### config.mk
export PLATFORM = sky130hd
export DESIGN_NAME = msdap_conv_alu
export DESIGN_NICKNAME = d
export VERILOG_FILES = /design/src/rtl/msdap_pkg.sv /design/src/rtl/msdap_conv_mac.sv /design/src/rtl/msdap_conv_alu.sv
export SDC_FILE = /design/constraint.sdc
export NUM_CORES = 1
export LEC_CHECK = 0
export CORE_ASPECT_RATIO = 0.6
export CORE_UTILIZATION = 45
export CTS_CLUSTER_DIAMETER = 60
export CTS_CLUSTER_SIZE = 40
export DETAILED_ROUTE_END_ITERATION = 6
export GPL_TIMING_DRIVEN = 0
export PLACE_DENSITY = 0.68
export SYNTH_ARGS = -nofsm -noshare
export SYNTH_HDL_FRONTEND = slang
export SYNTH_SLANG_ARGS = --single-unit
### constraint.sdc
create_clock -name clk -period 4.1 [get_ports clk]
set_input_delay 0.615 -clock clk [delete_from_list [all_inputs] [get_ports clk]]
set_output_delay 0.615 -clock clk [all_outputs]
set_load 0.01 [all_outputs]
### src/rtl/msdap_pkg.sv
// Shared constants, field positions and the conv FSM state type for the MSDAP datapath.
package msdap_pkg;

    localparam int DATA_W     = 16;
    localparam int ACC_W      = 40;
    localparam int N_RJ       = 16;
    localparam int N_COEFF    = 512;
    localparam int DATA_DEPTH = 256;

    localparam int RJ_AW      = $clog2(N_RJ);
    localparam int COEFF_AW   = $clog2(N_COEFF);
    localparam int DATA_AW    = $clog2(DATA_DEPTH);
    localparam int CNT_W      = 9;

    // Coefficient word layout: [8] sign (1 = subtract), [7:0] delay k.
    localparam int SIGN_BIT   = 8;
    localparam int K_MSB      = 7;

    // Samples enter the accumulator with 16 fractional bits.
    localparam int FRAC_SHIFT = 16;

    typedef enum logic [2:0] {
        S_IDLE,
        S_RJ_FETCH,
        S_RJ_LATCH,
        S_COEFF_FETCH,
        S_DATA_FETCH,
        S_ACCUM,
        S_SHIFT,
        S_DONE
    } conv_state_e;

    // Sign-extend a sample to the accumulator width and align it above the fraction.
    function automatic logic [ACC_W-1:0] sample_to_acc(input logic [DATA_W-1:0] x);
        return {{(ACC_W-DATA_W-FRAC_SHIFT){x[DATA_W-1]}}, x, {FRAC_SHIFT{1'b0}}};
    endfunction

endpackage

### src/rtl/msdap_conv_mac.sv
// Accumulator for the convolution: clear, signed add/subtract of a sample, and
// the arithmetic halving applied after each Rj group.
module msdap_conv_mac
    import msdap_pkg::*;
(
    input  logic              clk,
    input  logic              reset_n,
    input  logic              i_clear,
    input  logic              i_accum,
    input  logic              i_shift,
    input  logic              i_sub,
    input  logic [DATA_W-1:0] i_data,
    output logic [ACC_W-1:0]  o_acc,
    output logic [ACC_W-1:0]  o_acc_shr
);

    logic [ACC_W-1:0] r_acc;
    logic [ACC_W-1:0] w_term;

    assign w_term    = sample_to_acc(i_data);
    // Halved value is exported so the top can capture the final result on the
    // same edge that performs the last shift.
    assign o_acc_shr = {r_acc[ACC_W-1], r_acc[ACC_W-1:1]};
    assign o_acc     = r_acc;

    // Accumulator update; clear beats accumulate beats shift.
    always_ff @(posedge clk) begin
        if (!reset_n)
            r_acc <= '0;
        else if (i_clear)
            r_acc <= '0;
        else if (i_accum)
            r_acc <= i_sub ? (r_acc - w_term) : (r_acc + w_term);
        else if (i_shift)
            r_acc <= o_acc_shr;
    end

endmodule

### src/rtl/msdap_conv_alu.sv
// MSDAP convolution engine: walks Rj, coefficient and data memories and produces
// y(n) = (...((u1)/2 + u2)/2 + ... + u16)/2 in 40-bit two's complement.
module msdap_conv_alu
    import msdap_pkg::*;
(
    input  logic                clk,
    input  logic                reset_n,
    input  logic                i_alu_clear,
    input  logic                i_alu_en,
    input  logic [DATA_AW-1:0]  i_newest_addr,
    input  logic [DATA_W-1:0]   i_rj_rdata,
    input  logic [DATA_W-1:0]   i_coeff_rdata,
    input  logic [DATA_W-1:0]   i_data_rdata,
    output logic [RJ_AW-1:0]    o_rj_addr,
    output logic [COEFF_AW-1:0] o_coeff_addr,
    output logic [DATA_AW-1:0]  o_data_addr,
    output logic [ACC_W-1:0]    o_y,
    output logic                o_conv_done
);

    conv_state_e         r_state;
    logic [RJ_AW-1:0]    r_j;
    logic [COEFF_AW-1:0] r_cptr;
    logic [CNT_W-1:0]    r_cnt;
    logic                r_sign;
    logic [DATA_AW-1:0]  r_base;
    logic [DATA_AW-1:0]  r_daddr;
    logic [ACC_W-1:0]    r_y;
    logic                r_conv_done;

    logic [DATA_AW-1:0]  w_daddr_calc;
    logic [CNT_W-1:0]    w_rj_len;
    logic                w_accum;
    logic                w_shift;
    logic [ACC_W-1:0]    w_acc;
    logic [ACC_W-1:0]    w_acc_shr;
    logic                w_unused_bits;

    assign w_rj_len      = i_rj_rdata[CNT_W-1:0];
    // Delay taps reach back from the newest sample; mod-256 wrap is intentional.
    assign w_daddr_calc  = r_base - i_coeff_rdata[K_MSB:0];
    assign w_accum       = (r_state == S_ACCUM) && i_alu_en && !i_alu_clear;
    assign w_shift       = (r_state == S_SHIFT) && i_alu_en && !i_alu_clear;
    assign w_unused_bits = ^{i_rj_rdata[DATA_W-1:CNT_W], i_coeff_rdata[DATA_W-1:SIGN_BIT+1], w_acc};

    msdap_conv_mac u_mac (
        .clk       (clk),
        .reset_n   (reset_n),
        .i_clear   (i_alu_clear),
        .i_accum   (w_accum),
        .i_shift   (w_shift),
        .i_sub     (r_sign),
        .i_data    (i_data_rdata),
        .o_acc     (w_acc),
        .o_acc_shr (w_acc_shr)
    );

    // Memory addresses; data address is held after DATA_FETCH so a stalled
    // ACCUM keeps reading the same sample.
    always_comb begin
        o_rj_addr    = r_j;
        o_coeff_addr = r_cptr;
        o_data_addr  = r_daddr;
        if (r_state == S_IDLE) begin
            o_rj_addr   = '0;
            o_data_addr = '0;
        end else if (r_state == S_DATA_FETCH) begin
            o_data_addr = w_daddr_calc;
        end
    end

    // Control FSM and result register; clear has priority over enable.
    always_ff @(posedge clk) begin
        if (!reset_n) begin
            r_state     <= S_IDLE;
            r_j         <= '0;
            r_cptr      <= '0;
            r_cnt       <= '0;
            r_sign      <= 1'b0;
            r_base      <= '0;
            r_daddr     <= '0;
            r_y         <= '0;
            r_conv_done <= 1'b0;
        end else if (i_alu_clear) begin
            r_state     <= S_RJ_FETCH;
            r_j         <= '0;
            r_cptr      <= '0;
            r_cnt       <= '0;
            r_sign      <= 1'b0;
            r_base      <= i_newest_addr;
            r_daddr     <= '0;
            r_conv_done <= 1'b0;
        end else begin
            case (r_state)
                S_RJ_FETCH: begin
                    if (i_alu_en)
                        r_state <= S_RJ_LATCH;
                end
                S_RJ_LATCH: begin
                    if (i_alu_en) begin
                        r_cnt   <= w_rj_len;
                        r_state <= (w_rj_len == '0) ? S_SHIFT : S_COEFF_FETCH;
                    end
                end
                S_COEFF_FETCH: begin
                    if (i_alu_en)
                        r_state <= S_DATA_FETCH;
                end
                S_DATA_FETCH: begin
                    if (i_alu_en) begin
                        r_sign  <= i_coeff_rdata[SIGN_BIT];
                        r_daddr <= w_daddr_calc;
                        r_state <= S_ACCUM;
                    end
                end
                S_ACCUM: begin
                    if (i_alu_en) begin
                        r_cptr  <= r_cptr + COEFF_AW'(1);
                        r_cnt   <= r_cnt - CNT_W'(1);
                        r_state <= (r_cnt == CNT_W'(1)) ? S_SHIFT : S_COEFF_FETCH;
                    end
                end
                S_SHIFT: begin
                    if (i_alu_en) begin
                        if (r_j == RJ_AW'(N_RJ-1)) begin
                            r_y         <= w_acc_shr;
                            r_conv_done <= 1'b1;
                            r_state     <= S_DONE;
                        end else begin
                            r_j     <= r_j + RJ_AW'(1);
                            r_state <= S_RJ_FETCH;
                        end
                    end
                end
                default: ;
            endcase
        end
    end

    assign o_y         = r_y;
    assign o_conv_done = r_conv_done;

endmodule

==> metrics, run 1 <==
max_slew headroom=0.458; Hold Buf Count CTS=0; # diodes=0; Worst R2R Path Depth=11; clk slew on worst S/H paths=60 ps; drt total wl=19,900 um; pre-CTS WS=-557 ps; syn avg cell area=7.85 um2; Main synth FF type=dfxtp_1; worst hold path depth=2; largest net degree at the start of global routing=17; slew at the pin closest to its max-slew limit=813 ps; Final Net Count=1,103; width of the die=162 um; 1st-pass router iterations=5; Worst EP required=3480 ps; Pwr Total=2.97 mW; CP max stage cell=clkdlybuf4s50_1; commonest cells in the netlist=nand2_1 (163), dfxtp_1 (121), a21oi_1 (85); EDFF count, synth=0; Post-synth ARST share=0; # setup viols final=0; worst r2r src=r_sign; setup repair bufs after CTS=0; CP startpoint kind=primary input; leak pwr=3.21 nW; die area=0.0159 mm2; DRT iter0 DRCs=510; reg-to-reg endpoint=u_mac.o_acc[32]; Multi-input gate area=0.00419 mm2; CTS Root Cell=clkbuf_16; TritonCTS clock tree=yes; Synth Register Bits=121; hold endpoint=o_y[31]; Pwr Density=335 mW/mm2; register area=0.00242 mm2; chip height=98.1 um; IO buf count=106; cell taking the most area after synthesis=dfxtp_1; vias=6,667; CP Class=primary input to primary output; Hold Crit Class=flop to flop; clk_lat worst skew=420 ps; area of the core=0.0148 mm2; DRC Markers=0; top cells by area, synth=dfxtp_1 (35%), nand2_1 (8.8%), ha_1 (6.3%); Synth Instances=882; achievable frequency=255 MHz; status=completed; worst path cell trace=clkdlybuf4s50_1, inv_1, ha_1, nor2b_1, o21ai_0, a21boi_0, o21ai_0, a21oi_2, xnor2_1, o31ai_2, clkdlybuf4s50_1; global-route wire length before repair=32,100 um; grt total ovfl=0; site row count=34; setup_tns=0 ps; Post-Syn Nets=979; Fin. Hold Viols=0; vias in the first global route=5,926; CTS Sinks=121; reg2reg setup slack=360 ps; sequential share of the synthesized area=0.350; Post-Syn Area=0.00692 mm2; # Max-Cap Violations=0; routed length per instance=16.4 um; detailed placer's ending HPWL=14,800 um; hold_sp=o_y[31]; critical path's largest stage delay=590 ps; final core utilization=0.601; H-tree levels=4; area share of the leading cell type in the synthesized netlist=0.350; cts bufs inserted=17; Final Cycle Share=0.958; fill count=1,378; Netlist cell types=65; Max Slew Vio Count=0; Ports=122; CP arrival=3310 ps; antenna viol nets, final=0; setup ws final=174 ps; Starting Density=0.469; maximum clock path buffer count=2; Fin Clk Skew=10.1 ps; critical path fanouts, max=3; share of cells above drive strength 1=0.0618; initial antenna violation count=0; critical path endpoint category=primary output; Total GRT Usage=0.258; Area Growth Syn to Fin=28.1%; most common cell in the netlist=nand2_1; worst vdd ir=0.289 mV; gpl congestion=0.931; Syn. warnings=0; routed vias/inst=5.48; min Tclk post-route=3930 ps
[layer usage]
| metal | vias up | track usage | share of wire |
|---|---|---|---|
| li1 | 3338 | - | - |
| met1 | 3060 | 0.422 | 0.55 |
| met2 | 255 | 0.325 | 0.36 |
| met3 | 14 | 0.0641 | 0.088 |
| met4 | 0 | 0.0479 | 0.0058 |
| met5 | - | 0 | 0 |
[cells by family after synthesis]
| kind of cell | share of synthesized area |
|---|---|
| fa+ha+maj | 0.0691 |
| mux | 0.0275 |
| simple gates | 0.215 |
| flops | 0.350 |
| compound gates | 0.231 |
| buf+inv | 0.0501 |
| xor+xnor | 0.0570 |
[flip-flops by register name (all words and copies together) (netlist names)]
register      cells
o_conv_done       1
u_mac.o_acc      39
o_coeff_addr      9
r_j               4
r_cnt             9
r_daddr           8
r_sign            1
r_base            8
o_y              39
r_state           3
[layout make-up]
| cell class | instances | share of cell area |
|---|---|---|
| buffer | 55 | 0.0257 |
| clock buffer | 18 | 0.0495 |
| clock inverter | 14 | 0.0185 |
| inverter | 31 | 0.0131 |
| multi-input combinational | 674 | 0.472 |
| sequential | 121 | 0.273 |
| tap | 198 | 0.0279 |
| timing repair buffer | 106 | 0.120 |
[cells in the final DEF, fill, tap and decap left out, types with 5 or more instances in the layout]
cell type	instances
nand2_1	163
dfxtp_1	121
clkdlybuf4s50_1	106
a21oi_1	83
nor2_1	65
clkbuf_1	41
a21boi_0	40
ha_1	35
inv_1	31
xnor2_1	31
o21ai_0	26
a22oi_1	20
mux2i_1	19
nor2b_1	18
clkbuf_16	17
nand4_1	15
xor2_1	14
nor3_1	11
and3_1	8
buf_2	7
a21o_1	7
o211ai_1	7
nand3_1	7
o22ai_1	7
nor4_1	6
nand2b_1	6
a31oi_1	6
a211oi_1	6
or2_2	5
o21bai_1	5
a22o_1	5
or3_1	5
[repair_timing]
action,CTS,global route
setup endpoints to repair,2,9
endpoints found under the hold margin,0,0
resized for setup,1,8
cloned,0,0
[stage by stage]
stage          instance area, um2  hold slack (ps)  cells
3_5_place_dp                 8230              449   1186
2_1_floorplan                6920              437    882
4_1_cts                      8840              457   1218
5_1_grt                      8870              479   1217
6_report                     8870              451   1217
3_3_place_gp                 8230              444   1186
[worst max path at each step]
stage | start | slack (ps) | end
after global placement | i_data_rdata[3] | -500 | u_mac.o_acc[39]
final | i_coeff_rdata[1] | 170 | o_data_addr[7]
after detailed placement | i_data_rdata[4] | -560 | u_mac.o_acc[39]
after CTS | i_data_rdata[4] | 60 | u_mac.o_acc[39]
after global routing | i_coeff_rdata[1] | -10 | o_data_addr[7]
after floorplan | i_data_rdata[4] | 760 | u_mac.o_acc[38]
[critical path: cells and delay by family]
kind	cells	cell delay, ps
xor+xnor	1	160
fa+ha+maj	1	280
compound gates	5	1010
buf+inv	3	1110
simple gates	1	120
[where the power goes]
part | internal, mW | switching (mW)
clock | 0.926 | 0.600
sequential | 1.18 | 0.00416
combinational | 0.114 | 0.141
total | 2.22 | 0.745
Power figures use the tool's default switching activity.
==> run 2, diff against run 1 <==
- CORE_ASPECT_RATIO: 0.6 -> unset
==> run 2 against run 1 <==
Sequential power hardly changed; final cell count is 1.1% lower; design area is 0.54% lower; worst setup slack better by 71 ps; combinational power is 3% lower; largest power group unchanged; global-route usage is 0.91 points lower; utilization is 0.29 points lower; count of clock-buffer cells in the layout is 1 higher; register-to-register slack better by 70 ps; sequential cell count stayed put.
==> metrics, run 2 (same netlist as run 1, synthesis figures left out) <==
status=completed (unchanged); grt total ovfl=0 (unchanged); Hold Crit Class=flop to flop (unchanged); min Tclk post-route=3860 ps (was 3930 ps); detailed placer's ending HPWL=13,900 um (was 14,800 um); vias in the first global route=6,263 (was 5,926); global-route wire length before repair=31,400 um (was 32,100 um); hold endpoint=r_daddr[4] (was o_y[31]); Int Power=2.18 mW (was 2.22 mW); clk slew on worst S/H paths=60 ps (about the same); most common cell after layout, fill and taps aside=nand2_1 (unchanged); die area=0.0159 mm2 (about the same); Non-Filler Instances=1,204 (was 1,217); worst hold path depth=2 (unchanged); CTS Sinks=121 (unchanged); CTS Root Cell=clkbuf_16 (unchanged); Top delay family on crit path=buffers and inverters (unchanged); commonest non-fill, non-tap cells in the layout=nand2_1 (163), dfxtp_1 (121), clkdlybuf4s50_1 (106), a21oi_1 (84), nor2_1 (65) (was nand2_1 (163), dfxtp_1 (121), clkdlybuf4s50_1 (106), a21oi_1 (83), nor2_1 (65)); achievable frequency=259 MHz (was 255 MHz); routed length per instance=15.7 um (was 16.4 um); Ports=122 (unchanged); Reg power frac=0.407 (was 0.400); 1st-pass router iterations=5 (unchanged); Pwr Density=331 mW/mm2 (was 335 mW/mm2); Net Sw Power=0.739 mW (was 0.745 mW); Multi-input gate area=0.00417 mm2 (was 0.00419 mm2); vias=6,609 (was 6,667); clock network power share=0.509 (was 0.514); hold slack=456 ps (was 451 ps); initial antenna violation count=0 (unchanged); Gate power share=0.085 (was 0.086); fill count=1,394 (was 1,378); Final Cell Area=0.00882 mm2 (was 0.00887 mm2); Most common cell on crit path=clkdlybuf4s50_1; hold_sp=r_daddr[4] (was o_y[31]); worst r2r src=r_sign (unchanged); site row count=44 (was 34); setup ws final=244 ps (was 174 ps); drt total wl=18,900 um (was 19,900 um); Hold Buf Count CTS=0 (unchanged); DRT iter0 DRCs=496 (was 510); leak pwr=3.21 nW (about the same); register area=0.00242 mm2 (unchanged); IO buf count=106 (unchanged); critical path's largest stage delay=600 ps (was 590 ps); setup_tns=0 ps (unchanged); gpl congestion=0.940 (was 0.931); DP Area=0.00821 mm2 (was 0.00823 mm2); antenna viol nets, final=0 (unchanged); Worst EP required=3480 ps (about the same); reg2reg setup slack=430 ps (was 360 ps); Final Net Count=1,104 (was 1,103); CP max stage cell=clkdlybuf4s50_1 (unchanged); DRC Markers=0 (unchanged); maximum clock path buffer count=2 (unchanged); buffers and inverters on the worst path=3 (unchanged); area of the core=0.0148 mm2 (about the same); # setup viols final=0 (unchanged); Total GRT Usage=0.249 (was 0.258); clk_lat worst skew=430 ps (was 420 ps); reg-to-reg endpoint=u_mac.o_acc[32] (unchanged); H-tree levels=4 (unchanged); Fin. Hold Viols=0 (unchanged); CP Class=primary input to primary output (unchanged); slew at the pin closest to its max-slew limit=740 ps (was 813 ps); TritonCTS clock tree=yes (unchanged); # Max-Cap Violations=0 (unchanged); unrepaired setup endpoints after global routing=false; CP startpoint kind=primary input (unchanged); critical path endpoint category=primary output (unchanged); cts bufs inserted=17 (unchanged); Max Slew Vio Count=0 (unchanged); pre-CTS WS=-580 ps (was -557 ps); switching part of the total=0.254 (was 0.251); max_slew headroom=0.507 (was 0.458); width of the die=126 um (was 162 um); Starting Density=0.469 (about the same); CP arrival=3240 ps (was 3310 ps); critical path fanouts, max=3 (unchanged); routed vias/inst=5.49 (was 5.48); largest net degree at the start of global routing=17 (unchanged); Area Growth Syn to Fin=27.4% (was 28.1%); Fin Clk Skew=10.2 ps (was 10.1 ps); # diodes=0 (unchanged); chip height=126 um (was 98.1 um); worst vdd ir=0.342 mV (was 0.289 mV); Final Cycle Share=0.940 (was 0.958); # placed instances=1,172 (was 1,186); worst path cell trace=clkdlybuf4s50_1, inv_1, ha_1, nor2b_1, o21ai_0, a21boi_0, o21ai_1, a21oi_2, xnor2_1, o31ai_1, clkdlybuf4s50_1 (was clkdlybuf4s50_1, inv_1, ha_1, nor2b_1, o21ai_0, a21boi_0, o21ai_0, a21oi_2, xnor2_1, o31ai_2, clkdlybuf4s50_1); Worst R2R Path Depth=11 (unchanged); share of cells above drive strength 1=0.0598 (was 0.0618)
==> run 2: area by class of cell <==
cell class	count	share of cell area
Multi-Input combinational cell	674	0.473
Clock inverter	13	0.0149
Clock buffer	19	0.0514
Timing Repair Buffer	106	0.120
Buffer	56	0.0264
Sequential cell	121	0.275
Inverter	31	0.0132
Tap cell	184	0.0261
==> run 2: worst register-to-register path: stages, from the launching register on <==
cell and delay (ps):
dfxtp_1 520, clkbuf_2 330, clkbuf_2 340, mux2i_1 180
fa_1 450, a21oi_1 240, o221ai_2 180, a21boi_0 400
o21ai_0 290, a41oi_1 310, xnor2_1 180, o22ai_1 110
==> run 2: how the worst max path moves through the flow <==
stage	from	end	cells past startpoint
2_1_floorplan	i_data_rdata[4]	u_mac.o_acc[38]	13
3_3_place_gp	i_data_rdata[4]	u_mac.o_acc[39]	14
3_5_place_dp	i_data_rdata[3]	u_mac.o_acc[39]	14
4_1_cts	i_data_rdata[4]	u_mac.o_acc[39]	14
5_1_grt	i_coeff_rdata[1]	o_data_addr[7]	11
6_report	i_coeff_rdata[1]	o_data_addr[7]	11
==> run 2: metrics by stage <==
step / total power, mW / util
after global routing: 3.01 / 0.598
after global placement: 1.45 / 0.557
after detailed placement: 1.45 / 0.557
after floorplan: 1.36 / -
after CTS: 2.93 / 0.597
final: 2.92 / 0.598
==> run 2: power by group through the flow <==
stage / Combinational, mW / Clock (mW) / Sequential [mW]
after detailed placement: 0.241 / 0 / 1.21
after floorplan: 0.151 / 0 / 1.21
after global routing: 0.272 / 1.56 / 1.19
final: 0.247 / 1.48 / 1.19
after global placement: 0.241 / 0 / 1.21
after CTS: 0.243 / 1.50 / 1.19
==> run 2: what timing repair did <==
| item | 4_1_cts | 5_1_grt |
|---|---|---|
| gates resized for setup | 1 | 8 |
| buffers inserted | 0 | 0 |
| setup endpoints to repair | 2 | 7 |
==> run 2: per-layer routing <==
metal	track usage	vias up	share of wire
met4	0.0985	0	0.021
met5	0	-	0
met2	0.396	198	0.45
li1	-	3347	-
met1	0.326	3037	0.47
met3	0.0561	27	0.059
